[config.mk]
export PLATFORM = sky130hd
export DESIGN_NAME = alu_seq_ctrl
export DESIGN_NICKNAME = d
export VERILOG_FILES = /design/src/rtl/alu_seq_ctrl.sv
export SDC_FILE = /design/constraint.sdc
export NUM_CORES = 1
export LEC_CHECK = 0
export BUFFER_PORTS_ARGS = -buffer_cell sky130_fd_sc_hd__buf_4
export CAP_MARGIN = 25
export CORE_UTILIZATION = 40
export CTS_CLUSTER_SIZE = 8
export DETAILED_ROUTE_END_ITERATION = 16
export SLEW_MARGIN = 20
export SYNTH_ARGS = -nofsm -noshare
export SYNTH_HDL_FRONTEND = slang
export SYNTH_SLANG_ARGS = --single-unit
export TNS_END_PERCENT = 20
[constraint.sdc]
create_clock -name clk -period 3.6 [get_ports clk]
set_clock_uncertainty 0.15 [all_clocks]
set_input_delay 0.54 -clock clk [delete_from_list [all_inputs] [get_ports clk]]
set_output_delay 0.54 -clock clk [all_outputs]
set_load 0.05 [all_outputs]
[src/rtl/alu_seq_ctrl.sv]
// alu_seq_ctrl: command sequencer driving an external 32-bit ALU, with single-cycle ops and a shift-add unsigned multiply.
module alu_seq_ctrl #(
    parameter int WIDTH = 32,
    parameter int CNT_W = 5
) (
    input  logic             clk,
    input  logic             rst_n,
    input  logic             cmd_valid,
    output logic             cmd_ready,
    input  logic [2:0]       cmd_op,
    input  logic [WIDTH-1:0] cmd_a,
    input  logic [WIDTH-1:0] cmd_b,
    output logic             rsp_valid,
    input  logic             rsp_ready,
    output logic [WIDTH-1:0] rsp_data,
    output logic [WIDTH-1:0] rsp_hi,
    output logic             rsp_carry,
    output logic             rsp_err,
    output logic [WIDTH-1:0] alu_a,
    output logic [WIDTH-1:0] alu_b,
    output logic [1:0]       alu_op,
    output logic             alu_binvert,
    output logic             alu_cin,
    input  logic [WIDTH-1:0] alu_result,
    input  logic             alu_cout
);
    typedef enum logic [1:0] {IDLE, EXEC, MUL_ITER, RESP} state_t;
    state_t           r_state;
    logic             r_addsub;
    logic [WIDTH-1:0] r_q;
    logic [CNT_W-1:0] r_cnt;
    logic [WIDTH-1:0] r_alu_a;
    logic [WIDTH-1:0] r_alu_b;
    logic [1:0]       r_alu_op;
    logic             r_binv;
    logic             r_cin;
    logic             r_rsp_valid;
    logic [WIDTH-1:0] r_rsp_data;
    logic [WIDTH-1:0] r_rsp_hi;
    logic             r_rsp_carry;
    logic             r_rsp_err;
    logic [WIDTH:0]   w_acc;
    logic [WIDTH-1:0] w_p_next;
    logic [WIDTH-1:0] w_q_next;
    // During multiply r_alu_a doubles as the partial-product accumulator P.
    assign w_acc    = r_q[0] ? {alu_cout, alu_result} : {1'b0, r_alu_a};
    assign w_p_next = w_acc[WIDTH:1];
    assign w_q_next = {w_acc[0], r_q[WIDTH-1:1]};
    assign cmd_ready   = (r_state == IDLE);
    assign rsp_valid   = r_rsp_valid;
    assign rsp_data    = r_rsp_data;
    assign rsp_hi      = r_rsp_hi;
    assign rsp_carry   = r_rsp_carry;
    assign rsp_err     = r_rsp_err;
    assign alu_a       = r_alu_a;
    assign alu_b       = r_alu_b;
    assign alu_op      = r_alu_op;
    assign alu_binvert = r_binv;
    assign alu_cin     = r_cin;
    always_ff @(posedge clk or negedge rst_n) begin
        if (!rst_n) begin
            r_state     <= IDLE;
            r_addsub    <= 1'b0;
            r_q         <= '0;
            r_cnt       <= '0;
            r_alu_a     <= '0;
            r_alu_b     <= '0;
            r_alu_op    <= 2'b00;
            r_binv      <= 1'b0;
            r_cin       <= 1'b0;
            r_rsp_valid <= 1'b0;
            r_rsp_data  <= '0;
            r_rsp_hi    <= '0;
            r_rsp_carry <= 1'b0;
            r_rsp_err   <= 1'b0;
        end else begin
            case (r_state)
                IDLE: if (cmd_valid) begin
                    if (!cmd_op[2]) begin
                        r_state  <= EXEC;
                        r_addsub <= cmd_op[1];
                        r_alu_a  <= cmd_a;
                        r_alu_b  <= cmd_b;
                        r_alu_op <= cmd_op[1] ? 2'b10 : cmd_op[1:0];
                        r_binv   <= (cmd_op == 3'd3);
                        r_cin    <= (cmd_op == 3'd3);
                    end else if (cmd_op == 3'd4) begin
                        r_state  <= MUL_ITER;
                        r_q      <= cmd_a;
                        r_cnt    <= '0;
                        r_alu_a  <= '0;
                        r_alu_b  <= cmd_b;
                        r_alu_op <= 2'b10;
                        r_binv   <= 1'b0;
                        r_cin    <= 1'b0;
                    end else begin
                        r_state     <= RESP;
                        r_rsp_err   <= 1'b1;
                        r_rsp_data  <= '0;
                        r_rsp_hi    <= '0;
                        r_rsp_carry <= 1'b0;
                    end
                end
                EXEC: begin
                    r_state     <= RESP;
                    r_rsp_data  <= alu_result;
                    r_rsp_carry <= r_addsub & alu_cout;
                    r_rsp_hi    <= '0;
                    r_rsp_err   <= 1'b0;
                    r_alu_a     <= '0;
                    r_alu_b     <= '0;
                    r_alu_op    <= 2'b00;
                    r_binv      <= 1'b0;
                    r_cin       <= 1'b0;
                end
                MUL_ITER: begin
                    r_alu_a <= w_p_next;
                    r_q     <= w_q_next;
                    r_cnt   <= r_cnt + 1'b1;
                    if (r_cnt == CNT_W'(WIDTH - 1)) begin
                        r_state     <= RESP;
                        r_rsp_hi    <= w_p_next;
                        r_rsp_data  <= w_q_next;
                        r_rsp_carry <= 1'b0;
                        r_rsp_err   <= 1'b0;
                        r_q         <= '0;
                        r_alu_a     <= '0;
                        r_alu_b     <= '0;
                        r_alu_op    <= 2'b00;
                    end
                end
                RESP: begin
                    // Valid rises one cycle after entering RESP, then waits for the consumer.
                    if (!r_rsp_valid) r_rsp_valid <= 1'b1;
                    else if (rsp_ready) begin
                        r_rsp_valid <= 1'b0;
                        r_state     <= IDLE;
                    end
                end
                default: r_state <= IDLE;
            endcase
        end
    end
endmodule
Yosys cells after proc, flatten, opt, wreduce, memory -nomap -nowiden

Cells that the tools add are included.

$add $sub $neg: 1
Eq/ne operators: 14
Multiplexer cells: 55
Bitwise logic cells: 2
Reductions and logical operators: 11

Operators with widths:

| cell                  | number |
|---|---|
| $mux W32              | 17 |
| $pmux W32 S3          | 4 |
| $pmux W32 S2          | 1 |
| $mux W33              | 1 |
| $mux W2               | 10 |
| $mux W5               | 3 |
| $mux W1               | 13 |
| $reduce_and A4 Y1     | 3 |
| $ne A2 B2 Y1 const B  | 5 |
| $pmux W5 S2           | 1 |
| $reduce_and A3 Y1     | 3 |
| $pmux W2 S4           | 1 |
| $pmux W1 S3           | 2 |
| $pmux W2 S3           | 1 |
| $add A5 B1 Y5 const B | 1 |
| $eq A5 B5 Y1 const B  | 1 |
| $reduce_and A5 Y1     | 1 |
| $eq A2 B2 Y1 const B  | 2 |
| $ne A2 B1 Y1 const B  | 2 |
| $reduce_bool A2 Y1    | 2 |
| $eq A3 B2 Y1 const B  | 1 |
| $eq A3 B3 Y1 const B  | 1 |
| $ne A3 B2 Y1 const B  | 1 |
| $reduce_bool A3 Y1    | 1 |
| other kinds (5)       | 5 |

Bits in registers: 174

Longest topological paths before layout

Word-level depth: 5
Depth in mapped cells: 11
Gate-level depth less buffers: 7

Worst setup path after synthesis

Ideal clock, no wire load.

Path type: flip-flop to flip-flop
Start point: register r_state[0]
End point: register r_alu_a[22], in the netlist alu_a[22]
Library setup time: 0.125 ns
Arrival time: 2.064 ns
Setup slack: 1.261 ns
Stages on the path, launching flop included: 8
Cell sequence: dfrtp_1 inv_1 ha_1 buf_2 o211a_1 nor3_2 buf_2 mux2_2

Cells in the longest elaborated chain, start to end: 3
Elaborated cells on any way between the ends: 8
Classes of those cells: eq/ne (4); mux (1); reduce/logical (3)

Ends and longest elaborated chain:

| item                                                  | RTL line | RTL |
|---|---|---|
| start, declared                                       | 28       | `state_t r_state;` |
| start signal, assigned                                | 62       | `r_state <= IDLE;` |
| start signal, assigned                                | 80       | `r_state <= EXEC;` |
| start signal, assigned                                | 88       | `r_state <= MUL_ITER;` |
| $logic_not A2 Y1 *                                    | --       |  |
| named net cmd_ready                                   | 9        | `output logic cmd_ready,` |
| $ne A3 B2 Y1 (no source line) (tied with other cells) | --       |  |
| $reduce_and A3 Y1 (no source line)                    | --       |  |
| end signal, assigned                                  | 82       | `r_alu_a <= cmd_a;` |
| end signal, assigned                                  | 117      | `r_alu_a <= w_p_next;` |
| end, declared                                         | 32       | `logic [WIDTH-1:0] r_alu_a;` |

Mark *: on every way through the listed nets, which the timed path passes. The rest lies on a longest branch.
A chain may end at the register's enable or synchronous reset.

Worst setup path in the final report

Start point: register r_state[1]
End point: register r_alu_a[27], in the netlist alu_a[27]

Cells in the longest elaborated chain, start to end: 3
Elaborated cells on any way between the ends: 8
Classes of those cells: eq/ne (4); mux (1); reduce/logical (3)

Ends and longest elaborated chain:

| item                                                  | RTL line | RTL |
|---|---|---|
| $logic_not A2 Y1 (tied with other cells)              | 77       | `case (r_state)` |
| $ne A3 B2 Y1 (no source line) (tied with other cells) | --       |  |
| $reduce_and A3 Y1 (no source line)                    | --       |  |

Parallel ways exist; a longest one is shown, timed or not.

==> results.json <==
{
  "grt_max_degree": 100,
  "dr.pass1.iters": 5,
  "synth-async-reset-ratio_pct": 100,
  "overflow": 0,
  "rsz0062_at_grt": "no",
  "yosysSeqAreaShare_pct": 52.4,
  "via_count": 7295,
  "grt_use_met1_pct": 33.9,
  "setup_violations": 0,
  "hp-class": "in -> async",
  "cp_slowest_cell": "ha_2",
  "cts_tree": "yes",
  "grt_busiest_layer": "met2",
  "grt_pass1_wl_mm": 39.9,
  "syn_area_per_cell_sq_um": 9.43,
  "yosysMostFrequentCell": "dfrtp_1",
  "clock_latency_ns": 0.42,
  "slew_headroom_pct": 36.1,
  "maxCapViolations": 0,
  "antenna_found_initial": 1,
  "postLayoutCellArea_sq_mm": 0.0110,
  "max_freq_ghz": 0.382,
  "clock_sinks": 174,
  "hpwl_mm": 16.5,
  "dpl_cell_area_sq_mm": 0.0103,
  "cts_max_path_buffers": 2,
  "gp_congestion": 0.782,
  "cts_buffers": 17,
  "grt_usage_pct": 23.7,
  "timing_worst_setup_path_type": "reg -> reg",
  "rows": 52,
  "cp_data_arrival_time_ns": 2.81,
  "cp-end-kind": "register",
  "path_delay_family": "adder cells",
  "dieArea_sq_mm": 0.0213,
  "netlist_area_sq_mm": 0.00831,
  "clk_pin_slew_ns": 0.06,
  "synthTopCellsByArea": "dfrtp_1, nand2_1, o21ai_1",
  "synth_edf_count": 0,
  "synth_ff_type": "dfrtp_1",
  "use_met2_pct": 35.7,
  "start_util_pct": 40.9,
  "ctsRootBufferMaster": "clkbuf_16",
  "run_status": "completed",
  "drtIter0Drc": 464,
  "ctsHtreeMaxLevel": 4,
  "ys_top_cells_by_count": "dfrtp_1, nand2_1, o21ai_1, nor2_1, clkbuf_1",
  "ant_nets": 0,
  "slew_viol_final": 0,
  "cts_hold_buf": 0,
  "num-fill-cells": 1909,
  "cp_data_required_time_ns": 3.79,
  "critPathBufInv": 2,
  "avgViaCountPerCell": 5.36,
  "syn2layout_area_growth_pct": 32.1,
  "grt_pass1_vias": 7009,
  "postCtsResizedCells": 0,
  "synth_top_cell_area_share_pct": 52.4,
  "postCtsSetupBuffers": 0,
  "layout.nets": 1188,
  "drcViolationCount": 0,
  "slowest_delay_ns": 0.85,
  "die_h_microns": 146,
  "min_period_over_period_pct": 72.7,
  "coreArea_sq_mm": 0.0203,
  "syn_nets": 993,
  "crit_path_max_fanout": 40,
  "synth_cell_types": 42,
  "worst_pin_slew_ns": 0.956,
  "yosysTopAreaCell": "dfrtp_1",
  "wl_per_cell_microns": 18.3,
  "fin_tns_setup_ns": 0,
  "port_buffers": 239,
  "start_kind": "register",
  "synth_cells": 881,
  "ys.warnings.count": 0,
  "synth-seq-cells": 174,
  "met3_usage_pct": 5.34,
  "finalHoldViolCount": 0,
  "drive_above_1_share_pct": 31.2,
  "period_needed_ns": 2.62,
  "routed_wl_mm": 24.9,
  "io_pins": 240,
  "die_width_microns": 146,
  "path_cells": "inv_1 > ha_2 > nor2b_2 > buf_4 > a32oi_1 > a21oi_1"
}
## flip-flops by register name (all words and copies together), names as in the netlist, 2 cells and up
register / flops
alu_b: 32
r_q: 32
rsp_data: 32
rsp_hi: 32
alu_op: 2
alu_a: 32
r_cnt: 5
r_state: 2
## layout make-up
type / count / area [sq um] / share of cell area, %
flip-flops and latches: 174 / 4360 / 39.7
clock buffers: 19 / 453 / 4.13
multi-input cells: 620 / 3630 / 33.1
well taps: 270 / 338 / 3.08
clock inverters: 13 / 164 / 1.49
diodes: 1 / 2.50 / 0.0228
inverters: 4 / 15.0 / 0.137
repair buffers: 259 / 2010 / 18.3
## layout by cell type (no fill, tap or decap), types with 2 or more instances in the layout
cell | netlist | layout
ha_2 | 0 | 2
buf_4 | 1 | 254
clkinvlp_4 | 0 | 5
nor2b_1 | 4 | 2
nand2b_1 | 34 | 34
a21oi_1 | 30 | 30
o21ai_1 | 100 | 100
inv_1 | 4 | 4
o21ai_0 | 38 | 38
o31ai_1 | 2 | 2
a31oi_1 | 2 | 2
bufinv_16 | 0 | 3
a32oi_1 | 27 | 27
mux2_2 | 38 | 38
clkbuf_16 | 0 | 17
buf_16 | 0 | 2
ha_1 | 8 | 5
buf_12 | 0 | 2
nand3_1 | 8 | 8
a22o_1 | 30 | 30
nand3b_1 | 2 | 2
or2_1 | 2 | 2
dfrtp_1 | 174 | 173
clkinv_2 | 0 | 2
and3_1 | 2 | 2
a221oi_1 | 29 | 29
nor2_1 | 94 | 93
nand2_1 | 150 | 150
clkbuf_8 | 0 | 2
a32o_1 | 4 | 4
clkinv_4 | 0 | 2
## worst reg2reg max path: stages, from the launching register on
cell and delay, ns:
dfrtp_1 0.44, inv_1 0.09, ha_2 0.85, nor2b_2 0.27, buf_4 0.35, a32oi_1 0.18, a21oi_1 0.20
## final timing paths
path / startpoint / to / slack (ns) / cells after the start
max: r_state[1] / alu_a[27] / 0.98 / 6
max in group asynchronous: rst_n / rsp_hi[31] / 2.43 / 2
max reg2reg: r_state[1] / alu_a[27] / 0.98 / 6
min in group clk: cmd_b[21] / alu_b[21] / 0.22 / 3
min: rst_n / rsp_data[17] / 0.02 / 1
min reg2reg: rsp_hi[31] / rsp_hi[31] / 0.34 / 2
## logic make-up (layout without fill, tap and decap cells)
logic type               count (synthesis)  count (layout)  synth area share [%]
flip-flops                             174             174                  52.4
buffers and inverters                   87             295                  4.73
multiplexers                            39              39                  5.27
AND/OR/NAND/NOR                        300             300                  15.2
AO/OA/AOI/OAI                          273             273                  21.2
adder cells (fa/ha/maj)                  8               8                  1.21
other                                    0               1                     0
## per-stage QoR
stage | utilization [%] | std cells | hold WS (ns) | worst slack (ns)
floorplan | - | 881 | 0.0944 | 1.26
finish | 54.0 | 1360 | 0.0249 | 0.983
global route | 54.0 | 1359 | 0.0601 | 0.776
CTS | 53.9 | 1358 | 0.0429 | 0.958
detailed placement | 50.9 | 1326 | 0.327 | 1.00
global placement | 50.7 | 1325 | 0.315 | 1.06
## metal layers
layer  share of wire [%]  vias to the layer above
met1                  46                     3481
li1                    -                     3500
met2                  45                      281
met5                   0                        -
met4                 1.9                        0
met3                 7.2                       33
Power is left out: the tool's default activity adds up to more than one toggle a clock period on the data nets, which glitch-free logic cannot reach.
